`src/rtl/bird_collision.sv`:
```
// Flappy-bird style game controller: tracks IDLE/PLAY/DEAD, detects collisions
// between a fixed-column bird and the current pipe, and counts cleared pipes.
module bird_collision #(
    parameter int BIRD_X    = 100,
    parameter int BIRD_SIZE = 32,
    parameter int PIPE_W    = 52,
    parameter int GAP_H     = 120,
    parameter int SCREEN_H  = 480
) (
    input  logic       clk,
    input  logic       reset_n,
    input  logic [9:0] bird_y,
    input  logic [9:0] pipe_x,
    input  logic [9:0] gap_y,
    input  logic       frame_tick,
    input  logic       start_btn,
    output logic [1:0] game_state,
    output logic [7:0] score,
    output logic       hit,
    output logic       freeze
);

    typedef enum logic [1:0] {
        ST_IDLE = 2'b00,
        ST_PLAY = 2'b01,
        ST_DEAD = 2'b10
    } state_t;

    // Geometry is done in 12 bits so sums of 10-bit coordinates and sizes never wrap.
    localparam logic [11:0] BIRD_LEFT  = 12'(BIRD_X);
    localparam logic [11:0] BIRD_RIGHT = 12'(BIRD_X + BIRD_SIZE);
    localparam logic [11:0] GROUND_Y   = 12'(SCREEN_H - BIRD_SIZE);

    state_t      state_reg, state_next;
    logic [7:0]  score_reg, score_next;
    logic        passed_reg, passed_next;
    logic        hit_reg, hit_next;
    logic        btn_prev_reg;
    logic        btn_armed_reg;

    logic [11:0] bird_top, bird_bot;
    logic [11:0] pipe_left, pipe_right;
    logic [11:0] gap_top, gap_bot;
    logic        h_overlap, outside_gap, ground_hit, collision, pipe_behind;
    logic        start_edge;

    assign bird_top   = {2'b00, bird_y};
    assign bird_bot   = bird_top + 12'(BIRD_SIZE);
    assign pipe_left  = {2'b00, pipe_x};
    assign pipe_right = pipe_left + 12'(PIPE_W);
    assign gap_top    = {2'b00, gap_y};
    assign gap_bot    = gap_top + 12'(GAP_H);

    // Touching a pipe edge or a gap edge exactly is still safe, hence strict compares.
    assign h_overlap   = (pipe_left < BIRD_RIGHT) && (pipe_right > BIRD_LEFT);
    assign outside_gap = (bird_top < gap_top) || (bird_bot > gap_bot);
    assign ground_hit  = (bird_top >= GROUND_Y);
    assign collision   = (h_overlap && outside_gap) || ground_hit;
    assign pipe_behind = (pipe_right <= BIRD_LEFT);

    // The armed flag makes a button still held across reset release wait for a
    // release before its next press can count as an edge.
    assign start_edge = start_btn && !btn_prev_reg && btn_armed_reg;

    // Button history: previous level plus the "seen released since reset" flag.
    always_ff @(posedge clk or negedge reset_n) begin
        if (!reset_n) begin
            btn_prev_reg  <= 1'b0;
            btn_armed_reg <= 1'b0;
        end else begin
            btn_prev_reg <= start_btn;
            if (!start_btn) begin
                btn_armed_reg <= 1'b1;
            end
        end
    end

    // Game state, score, pass tracking and hit pulse registers.
    always_ff @(posedge clk or negedge reset_n) begin
        if (!reset_n) begin
            state_reg  <= ST_IDLE;
            score_reg  <= 8'd0;
            passed_reg <= 1'b0;
            hit_reg    <= 1'b0;
        end else begin
            state_reg  <= state_next;
            score_reg  <= score_next;
            passed_reg <= passed_next;
            hit_reg    <= hit_next;
        end
    end

    // Next-state logic: frame evaluation only happens in PLAY on frame_tick.
    always_comb begin
        state_next  = state_reg;
        score_next  = score_reg;
        passed_next = passed_reg;
        hit_next    = 1'b0;
        case (state_reg)
            ST_IDLE: begin
                if (start_edge) begin
                    state_next  = ST_PLAY;
                    score_next  = 8'd0;
                    passed_next = 1'b0;
                end
            end
            ST_PLAY: begin
                if (frame_tick) begin
                    if (collision) begin
                        // A crash on the same frame as a pass does not score.
                        state_next = ST_DEAD;
                        hit_next   = 1'b1;
                    end else if (pipe_behind) begin
                        if (!passed_reg) begin
                            passed_next = 1'b1;
                            if (score_reg != 8'hFF) begin
                                score_next = score_reg + 8'd1;
                            end
                        end
                    end else begin
                        // Pipe is level with or ahead of the bird (e.g. freshly spawned).
                        passed_next = 1'b0;
                    end
                end
            end
            ST_DEAD: begin
                if (start_edge) begin
                    state_next = ST_IDLE;
                end
            end
            default: begin
                state_next = ST_IDLE;
            end
        endcase
    end

    assign game_state = state_reg;
    assign score      = score_reg;
    assign hit        = hit_reg;
    assign freeze     = (state_reg != ST_PLAY);

endmodule

```
`config.mk`:
```
export PLATFORM = sky130hd
export DESIGN_NAME = bird_collision
export DESIGN_NICKNAME = d
export VERILOG_FILES = /design/src/rtl/bird_collision.sv
export SDC_FILE = /design/constraint.sdc
export NUM_CORES = 1
export LEC_CHECK = 0
export ABC_AREA = 0
export BUFFER_PORTS_ARGS = -buffer_cell sky130_fd_sc_hd__buf_2
export CORE_MARGIN = 2
export CORE_UTILIZATION = 52
export CTS_CLUSTER_SIZE = 28
export DETAILED_ROUTE_END_ITERATION = 8
export PLACE_DENSITY = 0.88
export SLEW_MARGIN = 20
export SYNTH_ARGS = -nofsm -noshare
export SYNTH_HDL_FRONTEND = slang
export SYNTH_SLANG_ARGS = --single-unit
```
`constraint.sdc`:
```
create_clock -name clk -period 2 [get_ports clk]
set_input_delay 0.1 -clock clk [delete_from_list [all_inputs] [get_ports clk]]
set_output_delay 0.1 -clock clk [all_outputs]
set_load 0.01 [all_outputs]
```
# Word-level counts from Yosys, hierarchy flattened
# Index checks and enable logic that the tools add are counted.
[totals]
out_inout_bits = 12
register_bits = 14
elab_cells = 60
[classes]
n_eq_ne = 12
n_mux = 20
add_sub_neg = 4
n_lt_le_gt_ge = 6
n_reduce_logical = 12
[ops]
columns = ["cell", "count"]
rows = [
  ["2-to-1 mux 8 bit", 6],
  ["adder 10 x 6 -> 11 bit, second input constant", 2],
  ["!= test 2 bit, second input constant", 8],
  ["case mux 8 bit (2 select lines)", 1],
  ["adder 10 x 7 -> 11 bit, second input constant", 1],
  ["greater-than comparator 11 bit", 1],
  ["greater-than comparator 11 x 7 -> 1 bit, second input constant", 1],
  ["<= comparator 11 x 7 -> 1 bit, second input constant", 1],
  ["greater-or-equal comparator 10 x 9 -> 1 bit, second input constant", 1],
  ["< comparator 10 bit", 1],
  ["< comparator 10 x 8 -> 1 bit, second input constant", 1],
  ["adder 8 x 1 -> 8 bit, second input constant", 1],
  ["2-to-1 mux 2 bit", 4],
  ["!= test 8 bit, second input constant", 1],
  ["AND reduction 4 bit", 2],
  ["2-to-1 mux 1 bit", 7],
  ["AND reduction 7 bit", 1],
  ["case mux 2 bit (3 select lines)", 1],
  ["logical AND 1 bit", 4],
  ["== test 2 x 1 -> 1 bit, second input constant", 1],
  ["== test 2 bit, second input constant", 1],
  ["zero test 2 bit", 1],
  ["logical OR 1 bit", 2],
  ["!= test 2 x 1 -> 1 bit, second input constant", 1],
  ["other kinds (3)", 3],
]

# Depth between registers and ports, before layout
# Gate-level depths: netlist of run 1.
[logic_depth]
word_depth = 8
ltp_mapped = 12
depth_no_buf = 12

# Worst setup path after synthesis of run 1
# OpenSTA, ideal clock, no wires.
[synth_path]
path_type = "input -> register"
from = "input port gap_y[3]"
to = "register state_reg[0], in the netlist game_state[0]"
t_arrival_ns = 1.850
setup_time_ns = 0.094
setup_slack_ns = 0.056
cell_stages = 12
required_time_ns = 1.906
path_buffers = 0
cell_sequence = "inv_1 ha_1 nand3_1 nand3_1 xnor2_1 ha_1 nand2_1 o21ai_0 a211oi_1 a21oi_1 o2111a_1 a211oi_1"
[synth_via]
elab_chain_len = 7
elab_cells_between_ends = 8
[synth_lines]
columns = ["element", "line_no", "text"]
rows = [
  ["start, declared", "14", "input logic [9:0] gap_y,"],
  ["adder 10 x 7 -> 11 bit", "52", "assign gap_bot = gap_top + 12'(GAP_H);"],
  ["greater-than comparator 11 bit", "56", "assign outside_gap = (bird_top < gap_top) || (bird_bot > gap_bot);"],
  ["logical OR 1 bit (*)", "56", ""],
  ["logical AND 1 bit (*)", "58", "assign collision = (h_overlap && outside_gap) || ground_hit;"],
  ["logical OR 1 bit (*)", "58", ""],
  ["!= test 2 bit (no line) (*)", "--", ""],
  ["AND reduction 4 bit (no line) (*)", "--", ""],
  ["end signal, assigned", "86", "state_reg <= state_next;"],
  ["end, declared", "34", "state_t state_reg, state_next;"],
]
# Mark *: on every way between the ends. The rest lies on a longest branch, timed or not.
# A chain may end at the register's enable or synchronous reset.

# Worst setup path after layout of run 1
# Same ends and word-level chain as after synthesis.

==> results of run 1 <==
==> cells by family after synthesis <==
family | count (synthesis) | share of synthesized area, %
AOI/OAI and AO/OA | 51 | 24.4
xor gates and xnor gates | 8 | 4.68
adders and majority gates | 23 | 19.2
buffers and inverters | 20 | 5.10
DFF | 14 | 23.4
muxes | 1 | 0.669
and+or+nand+nor | 58 | 22.5
==> power groups by stage <==
stage	registers [W]	clock network, W	logic, W
floorplan	0.000366	0	0.000293
global placement	0.000362	0	0.000507
detailed placement	0.000363	0	0.000518
CTS	0.000357	0.000210	0.000528
global route	0.000365	0.000223	0.000619
finish	0.000361	0.000207	0.000558
==> area by class of cell <==
class,count,area (um^2),share of cell area [%]
flip-flops and latches,14,350,17.3
inverters,19,71.3,3.53
repair buffers,70,418,20.7
multi-input cells,141,1110,54.8
well taps,31,38.8,1.92
clock buffers,4,36.3,1.79
==> Yosys cell counts (all sizes together), types with 3 or more instances <==
cell / number / area, um^2
nor2b: 3 / 18.8
nand2: 13 / 51.3
a211oi: 6 / 57.6
o211ai: 3 / 22.5
xnor2: 7 / 61.3
and3: 4 / 31.3
ha: 23 / 288
a41oi: 5 / 43.8
o21ai: 10 / 50.1
o31ai: 5 / 37.5
inv: 19 / 71.3
nand4: 5 / 31.3
a21oi: 8 / 40.0
or4: 3 / 26.3
dfrtp: 14 / 350
nor2: 5 / 18.8
nand3: 12 / 65.1
==> per-layer routing <==
metal  vias to the layer above  global-route usage (%)
met5                         -                       0
met4                         0                    11.0
met3                        10                    4.69
met2                        52                    38.5
met1                       749                    30.0
li1                        811                       -
==> stage by stage <==
step	worst slack, ps	cell area (um^2)	power (W)	TNS (ps)
2_1_floorplan	56.1	1500	0.000659	0
3_3_place_gp	-172	1930	0.000869	-874
3_5_place_dp	-274	1930	0.000881	-1630
4_1_cts	3.51	1980	0.00109	0
5_1_grt	-11.6	2020	0.00121	-11.6
6_report	103	2020	0.00113	0
==> cell usage in the layout (no fill, tap or decap), types with 2 or more instances in the layout <==
cell,instances
a21oi_2,2
o31ai_1,5
nor2b_1,3
a21boi_0,2
a211oi_2,2
clkbuf_4,3
nand4_1,5
and4_1,2
o211ai_1,3
o2111ai_1,2
a211oi_1,3
and2_1,2
nor2_1,5
buf_4,23
dlygate4sd3_1,2
buf_2,45
ha_1,23
or4_1,2
a21oi_1,6
nand3_2,2
inv_1,19
nand2_1,12
nand2b_1,2
o21ai_0,9
nand3_1,10
xnor2_1,7
nand3b_1,2
and3_1,2
a41oi_1,4
dfrtp_1,14
o21a_1,2
==> worst max-delay path: stages <==
cell	delay (ps)
buf_2	110
inv_1	60
ha_1	230
buf_4	140
xnor2_1	110
ha_1	310
and4b_1	240
a41oi_2	150
a21oi_2	140
a21oi_2	50
o2111a_1	250
a211oi_2	210
==> timing repair <==
| action | CTS | global route |
|---|---|---|
| hold buffers | 2 | 0 |
| endpoints found under the hold margin | 16 | 0 |
| gates resized for setup | 0 | 9 |
| setup buffers | 0 | 0 |
| setup endpoints to repair | 0 | 4 |
==> final timing paths <==
| kind | end | slack, ps | cells past startpoint |
|---|---|---|---|
| min in group asynchronous | btn_armed_reg | 230 | 2 |
| max in group asynchronous | score[2] | 1530 | 2 |
| hold reg to reg | btn_armed_reg | 480 | 1 |
| setup / recovery | game_state[0] | 100 | 12 |
| hold / removal | hit | 220 | 3 |
| setup reg to reg | score[1] | 150 | 8 |
==> impl_metrics.py, run 1 <==
metrics = {
    "cts": {
        "clock_sink_count": 14,
        "clk_pin_slew_ps": 90,
        "clock-root-buffer": "clkbuf_4",
        "cts_made_buffers": 3,
        "cts_tree": "built",
        "clockBufferDepth": 2,
        "htreeDepth": 1,
        "clkLatencyLatePin_ps": 280,
    },
    "pwr": {
        "power_density_nw_per_um2": 556,
        "ir_drop_mv": 0.665,
        "p_int_w": 0.000681,
        "clockPowerShare_pct": 18.4,
        "p_comb_share_pct": 49.6,
        "power.leakage_nw": 1.01,
        "p_switching_w": 0.000444,
        "p_seq_share_pct": 32.1,
        "p_sw_share_pct": 39.5,
    },
    "worst_hold_path": {
        "min-delay-path-class": "primary input to flip-flop",
        "min_from": "frame_tick",
    },
    "detailed_routing": {
        "wl_met3_um": 183,
        "antenna_left": 0,
        "met2_length_mm": 1.84,
        "drt-total-wl_mm": 3.81,
        "met1_length_mm": 1.71,
        "drtPass1Iterations": 5,
        "wl_per_cell_um": 13.6,
        "drc": 0,
        "vias": 1622,
        "vias_per_cell": 5.81,
        "routed.top_layer": "met4",
        "initialDrtViolationCount": 61,
    },
    "logic_synthesis": {
        "ys_warn_count": 0,
        "avgSynthCellArea_um2": 8.55,
        "seq_area_frac_synth_pct": 23.4,
        "synth-seq-cells": 14,
        "syn_inst": 175,
        "async_flop_share_pct": 100,
        "synth_edf_count": 0,
        "ys_dominant_reg_cell": "dfrtp_1",
        "netlist_area_um2": 1500,
        "syn-num-nets": 232,
        "synthDistinctLibCells": 45,
    },
    "layout": {
        "nNetsFinal": 306,
        "num_antenna_cells": 0,
        "post-route-util_pct": 74.0,
        "num-fill-cells": 208,
        "area_growth_pct": 35.2,
        "final_cells": 279,
        "largest_reg_flops": 8,
        "layout-drive-gt1-share_pct": 35.1,
    },
    "critical_path": {
        "worstSetupStartpointType": "primary input",
        "cp-end-kind": "flip-flop",
        "worstPathArrival_ps": 2100,
        "reg2reg_from": "score[1]",
        "cp.required_ps": 2200,
        "crit_path_max_fanout": 3,
        "critPathLaunch": "gap_y[3]",
        "crit_type": "primary input to flip-flop",
    },
    "sta": {
        "holdWs_ps": 218,
        "max_freq_mhz": 527,
        "finalClockSkew_ps": 1.44,
        "post-route-period-util_pct": 94.9,
        "setup_viol": 0,
        "hold_viol": 0,
        "max_slew_margin_pct": 73.3,
        "maxSlewViolCount": 0,
        "period_needed_ps": 1900,
        "worst_slew_pin_slew_ps": 398,
    },
    "floorplan": {
        "fp.dieH_um": 57.6,
        "die-area_um2": 3320,
        "core-area_um2": 2730,
        "start_util_pct": 54.7,
        "die_width_um": 57.6,
        "rows": 19,
        "boundaryPins": 46,
    },
    "global_route": {
        "grt_max_degree": 15,
        "grt_overflow": 0,
        "grt_use_total_pct": 23.6,
        "grt_pass1_vias": 1568,
        "antenna_found_initial": 0,
        "grt_pass1_wl_mm": 6.27,
    },
    "place": {
        "numPortBuffers": 45,
        "globalplace.congestion": 0.846,
        "hpwl_mm": 3.07,
        "dp.cells": 273,
    },
    "flow_run": {
        "max-cap-violations": 0,
    },
    "run_status": {
        "outcome": "complete, no violations",
    },
}
Power figures use the tool's default switching activity.
==> inputs of run 2 (changes only) <==
RECOVER_POWER = 25   (was default)
==> impl_metrics.py, run 2 (same netlist as run 1, synthesis figures left out) <==
metrics = {
    "run_status": {
        "outcome": "complete, no violations",
    },
    "floorplan": {
        "fp.dieH_um": 57.6,
        "die-area_um2": 3320,
        "boundaryPins": 46,
        "die_width_um": 57.6,
        "core-area_um2": 2730,
        "start_util_pct": 54.7,
        "rows": 19,
    },
    "layout": {
        "final_cells": 279,
        "area_growth_pct": 35.1,
        "mostFrequentLayoutCells": "buf_2 (44), ha_1 (23), buf_4 (23)",
        "final_cell_area_um2": 2020,
        "final_common_cell": "buf_2",
        "num_antenna_cells": 0,
        "layout-drive-gt1-share_pct": 34.7,
        "largest_reg_flops": 8,
        "nNetsFinal": 306,
    },
    "cts": {
        "clk_pin_slew_ps": 90,
        "clockBufferDepth": 2,
        "cts_tree": "built",
        "htreeDepth": 1,
        "clock_sink_count": 14,
        "cts_made_buffers": 3,
        "clkLatencyLatePin_ps": 280,
        "clock-root-buffer": "clkbuf_4",
    },
    "global_route": {
        "grt_use_total_pct": 23.6,
        "grt_pass1_wl_mm": 6.27,
        "antenna_found_initial": 0,
        "grt_overflow": 0,
        "grt_max_degree": 15,
        "grt_pass1_vias": 1568,
    },
    "detailed_routing": {
        "wl_met3_um": 186,
        "wl_per_cell_um": 13.6,
        "vias_per_cell": 5.81,
        "drt-total-wl_mm": 3.80,
        "routed.top_layer": "met4",
        "initialDrtViolationCount": 57,
        "vias": 1621,
        "drc": 0,
        "met1_length_mm": 1.70,
        "met2_length_mm": 1.84,
        "antenna_left": 0,
        "drtPass1Iterations": 5,
    },
    "flow_run": {
        "max-cap-violations": 0,
    },
    "sta": {
        "max_slew_margin_pct": 50.1,
        "maxSlewViolCount": 0,
        "finalSetupTns_ps": 0,
        "setup_viol": 0,
        "post-route-period-util_pct": 94.9,
        "period_needed_ps": 1900,
        "worst_slew_pin_slew_ps": 748,
        "max_freq_mhz": 527,
        "setup_ws_ps": 103,
        "finalClockSkew_ps": 1.55,
        "hold_viol": 0,
    },
    "critical_path": {
        "r2r_cells": 8,
        "reg2reg_from": "score[1]",
        "reg2reg_to": "score[1]",
        "crit_type": "primary input to flip-flop",
        "cp-end-kind": "flip-flop",
        "worstPathArrival_ps": 2100,
        "worstSetupStartpointType": "primary input",
        "cp.required_ps": 2200,
        "reg2reg_slack_ps": 150,
        "crit_path_max_fanout": 3,
    },
    "worst_hold_path": {
        "min-delay-path-class": "primary input to flip-flop",
        "min_from": "frame_tick",
        "holdPathEnd": "hit",
        "holdPathStages": 3,
    },
    "place": {
        "hpwl_mm": 3.07,
        "numPortBuffers": 45,
        "dp.cells": 273,
        "place_area_um2": 1930,
        "globalplace.congestion": 0.846,
        "place_ws_ps": -274,
    },
    "pwr": {
        "ir_drop_mv": 0.665,
        "power_density_nw_per_um2": 556,
        "power.leakage_nw": 1.01,
    },
}
[run 2: cell type report]
class                   instances  area [um^2]
clock buffers                   4         36.3
flip-flops and latches         14          350
inverters                      19         71.3
fillers                       209          712
repair buffers                 70          417
well taps                      31         38.8
multi-input cells             141         1110
[run 2: metrics by stage]
stage                     hold slack [ps]  total power (W)  utilization [%]
after floorplan                      -196         0.000659                -
after global placement               7.92         0.000869             70.5
after detailed placement             10.6         0.000881             70.5
after CTS                             212          0.00109             72.6
after global routing                  262          0.00121             74.0
final                                 218          0.00113             74.0
[run 2: how the worst max path moves through the flow]
stage | startpoint | to | slack (ps) | cells after the start
CTS | gap_y[3] | game_state[0] | 4 | 13
floorplan | gap_y[3] | game_state[0] | 60 | 12
finish | gap_y[3] | game_state[0] | 100 | 12
detailed placement | gap_y[3] | game_state[0] | -270 | 12
global placement | gap_y[3] | game_state[0] | -170 | 12
global route | gap_y[3] | passed_reg | -10 | 13
[run 2: power by group]
group | switching [W] | internal [W] | total, W
Sequential | 0.0000434 | 0.000317 | 0.000361
Clock | 0.0000959 | 0.000111 | 0.000207
Combinational | 0.000305 | 0.000253 | 0.000558
Total | 0.000444 | 0.000681 | 0.00113
[run 2: layer usage]
layer  up-vias  track usage [%]
met4         0             11.0
met1       746             30.0
met5         -                0
met3        10             4.69
met2        54             38.5
li1        811                -
[run 2: worst max-delay path, stage by stage]
cell,delay (ps)
buf_2,110
inv_1,60
ha_1,230
buf_4,140
xnor2_1,110
ha_1,310
and4b_1,240
a41oi_2,150
a21oi_2,140
a21oi_2,50
o2111a_1,250
a211oi_2,210
[run 2: timing repair]
item / in CTS / in global routing
endpoints found under the hold margin: 16 / 0
hold buffers: 2 / 0
gates resized for setup: 0 / 9
buffers inserted: 0 / 0
endpoints found under the setup margin: 0 / 4
